===== config.mk =====
export PLATFORM = sky130hd
export DESIGN_NAME = vga_frame_reader
export DESIGN_NICKNAME = d
export VERILOG_FILES = /design/src/rtl/vga_pkg.sv /design/src/rtl/vga_sync_delay.sv /design/src/rtl/vga_frame_reader.sv
export SDC_FILE = /design/constraint.sdc
export NUM_CORES = 1
export LEC_CHECK = 0
export BUFFER_PORTS_ARGS = -buffer_cell sky130_fd_sc_hd__buf_4
export CORE_UTILIZATION = 51
export DETAILED_ROUTE_END_ITERATION = 12
export PLACE_DENSITY = 0.89
export REMOVE_ABC_BUFFERS = 1
export SYNTH_ARGS = -nofsm -noshare
export SYNTH_HDL_FRONTEND = slang
export SYNTH_SLANG_ARGS = --single-unit
export TNS_END_PERCENT = 30

===== constraint.sdc =====
create_clock -name clk -period 3.7 [get_ports clk]
set_clock_uncertainty 0.1 [all_clocks]
set_input_delay 0.74 -clock clk [delete_from_list [all_inputs] [get_ports clk]]
set_output_delay 0.74 -clock clk [all_outputs]
set_load 0.03 [all_outputs]

===== src/rtl/vga_pkg.sv =====
// vga_pkg: timing constants shared with the VGA timing generator and pixel colour types
package vga_pkg;
  localparam int H_OFFSET = 160;
  localparam int H_ACTIVE = 640;
  localparam int V_ACTIVE = 480;
  typedef struct packed {
    logic [3:0] r;
    logic [3:0] g;
    logic [3:0] b;
  } rgb444_t;
  typedef struct packed {
    logic [7:0] r;
    logic [7:0] g;
    logic [7:0] b;
  } rgb888_t;
endpackage


===== src/rtl/vga_sync_delay.sv =====
// vga_sync_delay: strobe-enabled shift register aligning timing flags with the frame-buffer read
module vga_sync_delay #(
  parameter int DEPTH = 2,
  parameter int W = 5,
  parameter logic [W-1:0] INIT = '0
) (
  input  logic         clk,
  input  logic         reset,
  input  logic         en,
  input  logic [W-1:0] d,
  output logic [W-1:0] q
);
  logic [W-1:0] sr [DEPTH];
  always_ff @(posedge clk) begin
    if (reset) begin
      for (int i = 0; i < DEPTH; i++) sr[i] <= INIT;
    end else if (en) begin
      sr[0] <= d;
      for (int i = 1; i < DEPTH; i++) sr[i] <= sr[i-1];
    end
  end
  assign q = sr[DEPTH-1];
endmodule


===== src/rtl/vga_frame_reader.sv =====
// vga_frame_reader: maps VGA timing counters to a windowed, upscaled frame-buffer read and RGB444 output
module vga_frame_reader import vga_pkg::*; #(
  parameter int H_OFFSET = vga_pkg::H_OFFSET,
  parameter int IMG_W = 256,
  parameter int IMG_H = 256,
  parameter int SCALE = 1,
  parameter int WIN_X = 192,
  parameter int WIN_Y = 112,
  parameter int ADDR_W = 16,
  parameter int RD_LAT = 1,
  parameter logic [11:0] BORDER_COLOR = 12'h000
) (
  input  logic              clk,
  input  logic              reset,
  input  logic              pix_stb,
  input  logic [9:0]        x_in,
  input  logic [9:0]        y_in,
  input  logic              active_in,
  input  logic              hsync_in,
  input  logic              vsync_in,
  output logic [ADDR_W-1:0] fb_addr,
  output logic              fb_en,
  input  logic [23:0]       fb_data,
  output logic [3:0]        vga_r,
  output logic [3:0]        vga_g,
  output logic [3:0]        vga_b,
  output logic              hsync_out,
  output logic              vsync_out,
  output logic              frame_start
);
  localparam int P = 1 + RD_LAT;
  localparam int RW = SCALE > 1 ? $clog2(SCALE) : 1;
  localparam logic [10:0] X_LO = 11'(H_OFFSET + WIN_X);
  localparam logic [10:0] X_HI = 11'(H_OFFSET + WIN_X + IMG_W * SCALE);
  localparam logic [10:0] Y_LO = 11'(WIN_Y);
  localparam logic [10:0] Y_HI = 11'(WIN_Y + IMG_H * SCALE);
  localparam logic [ADDR_W-1:0] ROW_MAX = ADDR_W'(IMG_W * (IMG_H - 1));
  localparam logic [ADDR_W-1:0] ROW_STEP = ADDR_W'(IMG_W);
  localparam logic [RW-1:0] REP_LAST = RW'(SCALE - 1);
  logic [10:0] xe, ye;
  logic in_win, last_col, first_pix, unused_lsbs;
  logic [ADDR_W-1:0] row_base, col_idx;
  logic [RW-1:0] hrep, vrep;
  logic [4:0] flags_d;
  logic [11:0] rgb_next;
  rgb888_t px;
  rgb444_t rgb_q;
  assign xe = {1'b0, x_in};
  assign ye = {1'b0, y_in};
  assign in_win = active_in && xe >= X_LO && xe < X_HI && ye >= Y_LO && ye < Y_HI;
  assign last_col = in_win && xe == X_HI - 11'd1;
  assign first_pix = x_in == 10'(H_OFFSET) && y_in == '0;
  assign fb_en = pix_stb & ~reset;
  always_ff @(posedge clk) begin
    if (reset) begin
      row_base <= '0;
      col_idx <= '0;
      hrep <= '0;
      vrep <= '0;
      fb_addr <= '0;
    end else if (pix_stb) begin
      if (x_in == '0 && y_in == '0) begin
        row_base <= '0;
        vrep <= '0;
      end else if (last_col) begin
        vrep <= vrep == REP_LAST ? '0 : vrep + 1'b1;
        // saturate on the last image row so the address never leaves the image
        if (vrep == REP_LAST && row_base < ROW_MAX) row_base <= row_base + ROW_STEP;
      end
      if (!active_in || xe < X_LO) begin
        col_idx <= '0;
        hrep <= '0;
      end else if (in_win) begin
        hrep <= hrep == REP_LAST ? '0 : hrep + 1'b1;
        if (hrep == REP_LAST) col_idx <= col_idx + 1'b1;
        fb_addr <= row_base + col_idx;
      end
    end
  end
  // flags: {first_pix, active, in_win, hsync, vsync}; syncs idle high
  vga_sync_delay #(.DEPTH(P), .W(5), .INIT(5'b00011)) u_dly (
    .clk(clk),
    .reset(reset),
    .en(pix_stb),
    .d({first_pix, active_in, in_win, hsync_in, vsync_in}),
    .q(flags_d)
  );
  assign px = fb_data;
  assign unused_lsbs = ^{px.r[3:0], px.g[3:0], px.b[3:0]};
  always_comb rgb_next = !flags_d[3] ? 12'h000 : !flags_d[2] ? BORDER_COLOR : {px.r[7:4], px.g[7:4], px.b[7:4]};
  always_ff @(posedge clk) begin
    if (reset) begin
      rgb_q <= '0;
      hsync_out <= 1'b1;
      vsync_out <= 1'b1;
      frame_start <= 1'b0;
    end else begin
      frame_start <= pix_stb & flags_d[4];
      if (pix_stb) begin
        rgb_q <= rgb_next;
        hsync_out <= flags_d[1];
        vsync_out <= flags_d[0];
      end
    end
  end
  assign vga_r = rgb_q.r;
  assign vga_g = rgb_q.g;
  assign vga_b = rgb_q.b;
endmodule


==> results.md <==
Timing:
- After layout, the worst path uses 69.74% of the clock period.
- The worst path needs 2.580 ns of the cycle, external delays included.
- The number of setup violations in the final report is 0.
- The transition at the pin with the smallest max-transition slack is 1.285 ns.
- The final count of hold timing violations was 0.
- The fmax is 0.3876 GHz.
- Setup repair after global routing left no endpoint under its margin.
- The final setup slack of the worst path is 1.120 ns.
- The final count of pins violating max slew came to 0.
- The setup TNS is 0 ns.
- Measured against its own limit, the worst slew margin works out to 14.05%.

Power and ir drop:
- The sequential fraction of design power is 48.0%.
- The switching part of the total power is 20.73%.
- Power spread over the standard cell area amounts to 401.2 nW/um^2.
- The overall power of the completed layout is 0.001521 W.
- The leakage power is 1.642 nW.
- The combinational group share of total power is 6.4%.
- The internal portion of total power is 0.001206 W.
- The clock network accounts for 45.7% of the total power.
- The power spent charging and discharging nets is 0.0003153 W.
- The maximum vdd drop is 206.2 uV.

Drt:
- In the routed layout, each cell is associated on average with a via count of 5.742.
- In the routed design, unresolved DRC markers number 0.
- The first-pass detailed-route iteration total is 4.
- The final route contains 2676 vias.
- In this run the remaining antenna-violating nets after routing total 0.
- The detailed-route wire length per cell is 14.79 um.
- For this block, the initial DRC count from the detailed router was 193.
- The total wire length is 6.894 mm.

Clocking:
- The CTS clock-pin slew for the worst setup and hold paths is 0.07 ns.
- The clock root buffer master is clkbuf_8.
- No sink is reached through more buffers than the 2 on the longest clock path.
- The number of buffers created by CTS is 9.
- The post-CTS repair timing setup buffer count is 0.
- Buffers inserted to repair hold after CTS numbered 0.
- For the worst-skew pair, the clock arrives at the later sink with an insertion delay of 0.34 ns.
- For this design, the sink count on the clock tree is 65.
- TritonCTS built the clock tree.
- The number of resized instances in the post-cts repair step is 0.
- The CTS H-tree depth is 3.

Flow run:
- The tool flagged a number of max-cap violations equal to 0.

Place:
- Timing analysis after detailed placement gives a worst setup slack of 0.7473 ns.
- The total of buffers placed on input and output ports is 69.
- The HPWL after detailed placement is 4.886 mm.
- The placer's final routability congestion estimate is 0.8294.

Setup path:
- The library cell contributing the largest single delay on the critical path is nor2_1.
- The critical path's largest stage delay is 0.98 ns.
- Data arrives at the worst endpoint at 2.44 ns.
- The critical path required time is 3.56 ns.
- The critical path in this run is classified as in -> reg.
- The worst setup path is captured at a register.
- The critical path goes through buf_4, nor2_1, inv_1.
- The critical path launch point type is an input pin.
- The maximum net fanout on the critical path is 22.

Logic synthesis:
- Sorting the synthesized cells by area gives the leading types as dfxtp_1, edfxtp_1, ha_1.
- Of all cell types, the one taking the most synthesized area is dfxtp_1.
- The register bit total from synthesis is 65.
- The number of different library cells used by synthesis comes to 50.
- The number of instances in the synthesized netlist is 326.
- In the synthesized netlist, the cells that appear most often are dfxtp_1, nor2_1, nand2_1, o21ai_0, o21ai_1.
- In the post-synthesis netlist, the cell with the most instances is dfxtp_1.
- The synthesized area divided by synthesized cell count is 9.334 um^2.
- The synthesized area is 3043 um^2.
- The count of flip-flops with a built-in enable after synthesis is 10.
- The warning count from the yosys run is 0.
- Of the synthesized area, sequential elements account for 46.05%.
- The predominant post-synthesis flop cell is dfxtp_1.
- The synthesized design devotes to its leading area cell type 36.18% of total area.
- For this run, asynchronously set or reset flops after synthesis account for 0%.

GRT:
- The first global-routing pass estimated 11.32 mm of wire.
- Global routing used 23.64% of the available tracks.
- The initial antenna violation count is 0.
- The remaining global-route overflow is 0.
- The maximum number of pins on one net before global-route repair is 23.
- The via count of the first global-routing pass was 2466.

Floorplan:
- The y dimension of the die is 79.25 um.
- The initial core utilization is 53.94%.
- After floorplanning, the core was divided into 27 placement rows.
- The x dimension of the die is 79.25 um.
- The core region is 5642 um^2.
- Pin placement for this block handled 82 I/O pins.
- The floorplan step defined a die boundary enclosing 6280 um^2.

Final layout:
- The number of nets at the end of the flow is 448.
- The number of inserted diodes is 0.
- The sequential standard cell area is 1401 um^2.
- Cells fill 67.20% of the core in the end.
- The filler cells instantiated in the layout total 438.
- From synthesis to final layout, the design area changed by 24.59%.
- The fraction of layout cells with a size suffix above 1 is 23.35%.
- The multi-input combinational cells in the finished layout cover a total of 1503 um^2.

Outcome:
- The flow ran to the end, and the final reports show no timing, DRC or antenna violations.

Min path:
- The class of the worst hold path is reg -> reg.
-- critical path, delay by kind of cell --
family,cells,cell delay [ns]
buf+inv,2,0.71
simple gates,1,0.98
-- sequential cells by signal, indices dropped and copies added (netlist names) --
| name | cells |
|---|---|
| vga_g | 4 |
| col_idx | 16 |
| row_base | 8 |
| u_dly.sr | 10 |
| vga_b | 4 |
| frame_start | 1 |
| vsync_out | 1 |
| hsync_out | 1 |
| fb_addr | 16 |
| vga_r | 4 |
-- worst paths after layout --
path / slack, ns / to / from / depth (start not counted)
setup reg to reg: 1.46 / row_base[15] / row_base[8] / 7
hold / removal: 0.35 / frame_start / u_dly.sr[0][9] / 1
hold reg to reg: 0.35 / frame_start / u_dly.sr[0][9] / 1
setup / recovery: 1.12 / u_dly.sr[0][5] / reset / 3
-- area by class of cell --
type | count | share of cell area [%]
clock inverter | 2 | 1.584
clock buffer | 14 | 4.554
inverter | 7 | 0.8251
timing repair buffer | 71 | 14.06
tap | 72 | 2.376
sequential | 65 | 36.96
multi-input combinational | 235 | 39.64
-- power by group through the flow --
stage | Sequential (W) | Clock [W] | Combinational, W
after CTS | 0.000729 | 0.000706 | 0.0000969
after global routing | 0.000730 | 0.000740 | 0.000105
after detailed placement | 0.000745 | 0 | 0.0000962
final | 0.000729 | 0.000695 | 0.0000969
after floorplan | 0.000749 | 0 | 0.0000340
after global placement | 0.000744 | 0 | 0.0000927
-- kinds of logic after synthesis --
logic type	share of synthesized area, %
xor+xnor	2.015
mux	4.112
simple gates	20.15
flops	46.05
buf+inv	4.564
fa+ha+maj	3.701
compound gates	19.41
-- placed cells by master, fill, tap and decap left out, types with 3 or more instances in the layout --
cell and instances:
o31ai_1 5, clkbuf_8 12, a22o_1 12, a21oi_1 9, nand4_1 9, buf_4 71
nor4_1 5, nor2_1 30, edfxtp_1 10, nand4b_1 5, mux2i_1 11, xor2_1 3
nand3_1 13, a31oi_1 8, and2_1 9, o21ai_1 18, nand2_1 19, and3_1 11
inv_1 6, dfxtp_1 55, xnor2_1 4, nand2b_1 6, o21ai_0 19, ha_1 9
-- per-stage QoR --
| stage | cells | hold WS [ns] | cell area, um^2 |
|---|---|---|---|
| global route | 466 | 0.3889 | 3791 |
| detailed placement | 450 | 0.3319 | 3558 |
| finish | 466 | 0.3452 | 3791 |
| floorplan | 307 | 0.3203 | 2935 |
| global placement | 450 | 0.3354 | 3558 |
| CTS | 466 | 0.3497 | 3791 |
-- layer usage --
metal | up-vias | track usage [%] | wire length, um
li1 | 1334 | - | -
met1 | 1232 | 27.47 | 2952
met2 | 96 | 39.83 | 3434
met3 | 14 | 5.517 | 334
met4 | 0 | 13.27 | 173
met5 | - | 0 | 0
Power figures use the tool's default switching activity.
